**src/rtl/de_aes_pkg.sv**
```systemverilog
// Shared constants and state encoding for the AES-128 decryption round sequencer.
package de_aes_pkg;

  localparam int unsigned DefNr       = 10;
  localparam int unsigned DefRoundLat = 2;
  localparam int unsigned DefFinalLat = 1;
  localparam int unsigned DefKaw      = 4;

  typedef enum logic [1:0] {
    StIdle  = 2'd0,
    StRound = 2'd1,
    StFinal = 2'd2,
    StDone  = 2'd3
  } state_e;

  // Width of a counter that must reach the larger of two stage latencies.
  function automatic int unsigned lat_width(input int unsigned a, input int unsigned b);
    int unsigned m;
    m = (a > b) ? a : b;
    return (m < 1) ? 1 : $clog2(m + 1);
  endfunction

endpackage

```
**src/rtl/de_round_timer.sv**
```systemverilog
// Round down-counter and per-stage latency counter for the decryption sequencer.
module de_round_timer
  import de_aes_pkg::*;
#(
  parameter int unsigned NR        = DefNr,
  parameter int unsigned ROUND_LAT = DefRoundLat,
  parameter int unsigned FINAL_LAT = DefFinalLat,
  parameter int unsigned KAW       = DefKaw
) (
  input  logic           clk,
  input  logic           rst_n,
  input  logic           i_clear,
  input  logic           i_load,
  input  logic           i_run,
  input  logic           i_final,
  output logic [KAW-1:0] o_rnd,
  output logic           o_last_cycle,
  output logic           o_last_round
);

  localparam int unsigned LatW = lat_width(ROUND_LAT, FINAL_LAT);

  logic [KAW-1:0]  r_rnd;
  logic [LatW-1:0] r_lat;
  logic [LatW-1:0] w_lat_max;

  assign w_lat_max    = i_final ? LatW'(FINAL_LAT) : LatW'(ROUND_LAT);
  assign o_last_cycle = (r_lat == w_lat_max);
  assign o_last_round = (r_rnd == KAW'(1));
  assign o_rnd        = r_rnd;

  // Latency counter wraps at the stage boundary; round index steps down only between rounds
  // and stops at 1 so key index 0 is reserved for the final stage.
  always_ff @(posedge clk or negedge rst_n) begin
    if (!rst_n) begin
      r_rnd <= '0;
      r_lat <= '0;
    end else if (i_clear) begin
      r_rnd <= '0;
      r_lat <= '0;
    end else if (i_load) begin
      r_rnd <= KAW'(NR - 1);
      r_lat <= '0;
    end else if (i_run) begin
      if (o_last_cycle) begin
        r_lat <= '0;
        if (!i_final && !o_last_round) begin
          r_rnd <= r_rnd - KAW'(1);
        end
      end else begin
        r_lat <= r_lat + LatW'(1);
      end
    end
  end

endmodule

```
**src/rtl/de_round_ctrl.sv**
```systemverilog
// Iterative AES-128 decryption sequencer driving shared inverse-round and final-round datapaths.
module de_round_ctrl
  import de_aes_pkg::*;
#(
  parameter int unsigned NR        = DefNr,
  parameter int unsigned ROUND_LAT = DefRoundLat,
  parameter int unsigned FINAL_LAT = DefFinalLat,
  parameter int unsigned KAW       = DefKaw
) (
  input  logic           clk,
  input  logic           rst_n,
  input  logic           iClear,
  input  logic           iValid,
  output logic           oReady,
  input  logic [127:0]   iBlockIn,
  output logic [KAW-1:0] oKeyAddr,
  input  logic [127:0]   iKeyValue,
  output logic [127:0]   oRoundBlock,
  output logic [127:0]   oRoundKey,
  input  logic [127:0]   iRoundOut,
  output logic [127:0]   oFinalBlock,
  input  logic [127:0]   iFinalOut,
  output logic           oValid,
  input  logic           iReady,
  output logic [127:0]   oBlockOut,
  output logic           oBusy
);

  state_e         r_state;
  logic [127:0]   r_blk;
  logic           r_valid;
  logic [127:0]   r_block_out;

  logic [KAW-1:0] w_rnd;
  logic           w_last_cycle;
  logic           w_last_round;
  logic           w_accept;
  logic           w_run;
  logic           w_final;

  assign w_accept = (r_state == StIdle) && iValid && !iClear;
  assign w_run    = (r_state == StRound) || (r_state == StFinal);
  assign w_final  = (r_state == StFinal);

  de_round_timer #(
    .NR        (NR),
    .ROUND_LAT (ROUND_LAT),
    .FINAL_LAT (FINAL_LAT),
    .KAW       (KAW)
  ) u_timer (
    .clk          (clk),
    .rst_n        (rst_n),
    .i_clear      (iClear),
    .i_load       (w_accept),
    .i_run        (w_run),
    .i_final      (w_final),
    .o_rnd        (w_rnd),
    .o_last_cycle (w_last_cycle),
    .o_last_round (w_last_round)
  );

  // Sequencer FSM with registered state block and plaintext output.
  always_ff @(posedge clk or negedge rst_n) begin
    if (!rst_n) begin
      r_state     <= StIdle;
      r_blk       <= '0;
      r_valid     <= 1'b0;
      r_block_out <= '0;
    end else if (iClear) begin
      r_state <= StIdle;
      r_valid <= 1'b0;
    end else begin
      case (r_state)
        StIdle: begin
          if (iValid) begin
            r_blk   <= iBlockIn ^ iKeyValue;
            r_state <= StRound;
          end
        end
        StRound: begin
          if (w_last_cycle) begin
            r_blk <= iRoundOut;
            if (w_last_round) begin
              r_state <= StFinal;
            end
          end
        end
        StFinal: begin
          if (w_last_cycle) begin
            r_block_out <= iFinalOut;
            r_valid     <= 1'b1;
            r_state     <= StDone;
          end
        end
        StDone: begin
          if (iReady) begin
            r_valid <= 1'b0;
            r_state <= StIdle;
          end
        end
        default: r_state <= StIdle;
      endcase
    end
  end

  // Key address and datapath operands; idle datapath inputs are forced to zero.
  always_comb begin
    oKeyAddr    = '0;
    oRoundBlock = '0;
    oFinalBlock = '0;
    case (r_state)
      StIdle:  oKeyAddr = KAW'(NR);
      StRound: begin
        oKeyAddr    = w_rnd;
        oRoundBlock = r_blk;
      end
      StFinal: oFinalBlock = r_blk;
      default: oKeyAddr = '0;
    endcase
  end

  assign oRoundKey = iKeyValue;
  assign oReady    = (r_state == StIdle);
  assign oBusy     = (r_state != StIdle);
  assign oValid    = r_valid;
  assign oBlockOut = r_block_out;

endmodule

```
**config.mk**
```make
export PLATFORM = sky130hd
export DESIGN_NAME = de_round_ctrl
export DESIGN_NICKNAME = d
export VERILOG_FILES = /design/src/rtl/de_aes_pkg.sv /design/src/rtl/de_round_timer.sv /design/src/rtl/de_round_ctrl.sv
export SDC_FILE = /design/constraint.sdc
export NUM_CORES = 1
export LEC_CHECK = 0
export CORE_AREA = 2 2 401 403
export DETAILED_ROUTE_END_ITERATION = 8
export DIE_AREA = 0 0 403 405
export SLEW_MARGIN = 10
export SYNTH_ARGS = -nofsm -noshare
export SYNTH_HDL_FRONTEND = slang
export SYNTH_SLANG_ARGS = --single-unit
```
**constraint.sdc**
```tcl
create_clock -name clk -period 5.06 [get_ports clk]
set_input_delay 1.012 -clock clk [delete_from_list [all_inputs] [get_ports clk]]
set_output_delay 1.012 -clock clk [all_outputs]
set_load 0.1 [all_outputs]
```
==> flow_metrics.env <==
export IMPL_synth_top_area_share=0.4454
export IMPL_pwr_share_comb=0.661
export IMPL_wl_per_cell_um=22.41
export IMPL_cts_inserted_buffers=37
export IMPL_port_buffers=1035
export IMPL_critical_path_buf_inv_count=2
export IMPL_p_int_mw=7.772
export IMPL_sw_frac_of_total=0.6112
export IMPL_nNetsFinal=2976
export IMPL_die_area_sq_mm=0.1632
export IMPL_hpwl_mm=87.93
export IMPL_pre_cts_ws_ns=1.290
export IMPL_start_kind="flop"
export IMPL_fin_crit_sh=0.8504
export IMPL_maxCapViolCount=0
export IMPL_r2r_start="r_state[0]"
export IMPL_ys_seq_elements=265
export IMPL_cts_root_buf="clkbuf_16"
export IMPL_relSlewSlack=0.2166
export IMPL_grt_total_usage=0.1196
export IMPL_synth_flop_cell="dfrtp_1"
export IMPL_yosysMostFrequentCell="dfrtp_1"
export IMPL_regArea_sq_mm=0.006631
export IMPL_path_depth=5
export IMPL_place_area_sq_mm=0.02602
export IMPL_tightest_slew_ns=1.171
export IMPL_vias_per_cell=3.201
export IMPL_p_switching_mw=12.22
export IMPL_antenna_found_initial=47
export IMPL_io_pins=1036
export IMPL_yosysTopAreaCell="dfrtp_1"
export IMPL_routed_wirelength_mm=102.5
export IMPL_grt_ovfl_total=0
export IMPL_coreArea_sq_mm=0.1593
export IMPL_path_delay_family="buffers and inverters"
export IMPL_drc_errors=0
export IMPL_grt_start_max_net_pins=102
export IMPL_die_h_um=405
export IMPL_cpPeakStageDelay_ns=1.14
export IMPL_r2r_cells=6
export IMPL_gp_congestion=0.8986
export IMPL_clockBufferDepth=3
export IMPL_rsz0062_at_grt="no"
export IMPL_slowest_stage="clkdlybuf4s50_1"
export IMPL_max_freq_mhz=232.4
export IMPL_hold_path_class="in -> async"
export IMPL_p_per_area_mw_per_mm2=732.4
export IMPL_finalWorstSetupSlack_ns=0.7572
export IMPL_ff2ff_setup_slack_ns=1.93
export IMPL_crit_path_end_kind="primary output"
export IMPL_cts_tree="yes"
export IMPL_whs_ns=0.3426
export IMPL_outcome="complete, no violations"
export IMPL_initial_core_util=0.09348
export IMPL_postCtsHoldBufs=0
export IMPL_synthTopCellsByCount="dfrtp_1 (265), and2_1 (258), nand2_1 (136)"
export IMPL_p_seq_frac=0.200
export IMPL_cts_sinks=265
export IMPL_required_ns=4.05
export IMPL_synth_avg_cell_area_sq_um=9.400
export IMPL_syn_area_sq_mm=0.01489
export IMPL_critical_path_cell_chain="inv_1, ha_4, nand2_1, nand2_1, clkdlybuf4s50_1"
export IMPL_multi_input_area_sq_mm=0.006830
export IMPL_skew_ns=0.03979
export IMPL_timing_rr_end="oBlockOut[125]"
export IMPL_ys_top_cells_by_area="dfrtp_1 (45%), and2_1 (11%), mux2_2 (9.7%), xnor2_1 (7.6%), buf_4 (6.5%)"
export IMPL_syn_nets=2107
export IMPL_grt_pass1_wl_mm=132.1
export IMPL_clkSlewWorstSetupHoldPaths_ns=0.06
export IMPL_drv_slew=0
export IMPL_leakage_nw=11.16
export IMPL_grt_pass1_vias=14490
export IMPL_drtIter0Drc=768
export IMPL_peakVddDrop_mv=0.4797
export IMPL_crit_type="reg -> out"
export IMPL_crit_start="r_state[1]"
export IMPL_crit_path_end="oKeyAddr[1]"
export IMPL_critPathArrivalTime_ns=3.29
export IMPL_vias=14650
export IMPL_final_antenna_net_count=0
export IMPL_htree_levels=2
export IMPL_crit_path_frequent_cell="nand2_1"
export IMPL_setup_viol=0
export IMPL_synth_warnings=0
export IMPL_drive_gt1_frac=0.2107
export IMPL_fill_cells=17830
export IMPL_dr_pass1_iters=5
export IMPL_final_cell_area_sq_mm=0.02729
export IMPL_clock_latency_ns=0.60
export IMPL_cts_setup_buffers=0
export IMPL_pwr_share_clk=0.139
export IMPL_setup_tns_ns=0
export IMPL_async_reset_ff_frac=1.000
export IMPL_synthToLayoutAreaGrowth_pct=83.29
export IMPL_synth_cell_types=31
export IMPL_hold_violations=0
export IMPL_synthCells=1584
export IMPL_die_x_um=403
export IMPL_post_cts_resized=0
export IMPL_crit_fanout=71
export IMPL_seq_area_frac_synth=0.4454
export IMPL_fin_crit_ns=4.303
export IMPL_placementRows=147
export IMPL_synth_edff_count=0
[worst min path at each step]
| stage | startpoint | endpoint | slack [ns] |
|---|---|---|---|
| after floorplan | r_blk[0] | r_blk[0] | 0.46 |
| after global placement | r_blk[69] | r_blk[69] | 0.47 |
| after detailed placement | r_blk[94] | r_blk[94] | 0.48 |
| after CTS | rst_n | oBlockOut[101] | 0.31 |
| after global routing | rst_n | oBlockOut[101] | 0.33 |
| final | rst_n | oBlockOut[101] | 0.34 |
[placed cells by master (no fill, tap or decap), types with 3 or more instances in the layout]
cell type,n
buf_12,8
nand2b_1,5
clkinvlp_4,5
bufinv_16,3
buf_2,3
clkdlybuf4s50_1,737
clkinv_2,9
a21oi_1,134
diode_2,8
nand2_1,136
mux2_2,128
clkbuf_16,37
o21ai_0,89
inv_1,9
clkbuf_8,7
xnor2_1,129
buf_4,312
mux2i_1,4
o21ai_1,40
ha_1,4
clkbuf_1,3
dfrtp_1,265
and2_1,258
nor2_1,131
[flip-flops by register name (all words and copies together), names as in the netlist]
register,cells
oBlockOut,128
oValid,1
r_blk,128
r_state,2
u_timer.o_rnd,4
u_timer.r_lat,2
[per-stage QoR]
stage / util / power (mW) / cells
5_1_grt: 0.1712 / 20.82 / 4569
4_1_cts: 0.1712 / 20.27 / 4568
3_3_place_gp: 0.1633 / 17.27 / 4500
2_1_floorplan: - / 13.40 / 1584
6_report: 0.1713 / 19.99 / 4576
3_5_place_dp: 0.1633 / 17.35 / 4500
[power groups by stage]
stage          clock network, mW  logic (mW)  registers [mW]
2_1_floorplan                  0        6.01            7.39
3_3_place_gp                   0        13.3            4.00
3_5_place_dp                   0        13.3            4.02
4_1_cts                     2.91        13.4            4.00
5_1_grt                     2.97        13.7            4.13
6_report                    2.77        13.2            4.01
[worst reg2reg max path, delay by kind of cell (launching register included)]
| family | cells | cell delay (ns) |
|---|---|---|
| simple gates | 2 | 0.94 |
| buf+inv | 2 | 0.62 |
| fa+ha+maj | 1 | 0.60 |
| flops | 1 | 0.43 |
| mux | 1 | 0.39 |
[cell families after synthesis]
family / count (synthesis) / synth area share
flip-flops: 265 / 0.4454
AO/OA/AOI/OAI: 270 / 0.09261
AND/OR/NAND/NOR: 540 / 0.1823
multiplexers: 132 / 0.09950
adder cells (fa/ha/maj): 6 / 0.005042
buffers and inverters: 240 / 0.09815
XOR/XNOR: 131 / 0.07706
[per-layer routing]
layer  GRT usage  part of all wire  vias to the layer above  wire length [um]
met5           0            0.0030                        -               305
met4     0.02845             0.023                       48              2380
met3     0.05665              0.11                      130             11610
met2      0.1861              0.45                      686             45980
met1      0.1483              0.41                     7011             42270
li1            -                 -                     6773                 -
[layout make-up]
class	count	share of cell area
Timing Repair Buffer	1061	0.3631
Antenna cell	8	0.0007335
Tap cell	2086	0.09564
Clock inverter	21	0.008161
Inverter	9	0.001238
Sequential cell	265	0.2430
Multi-Input combinational cell	1079	0.2503
Clock buffer	47	0.03787
Note: power is estimated with default switching activity, not from simulation.
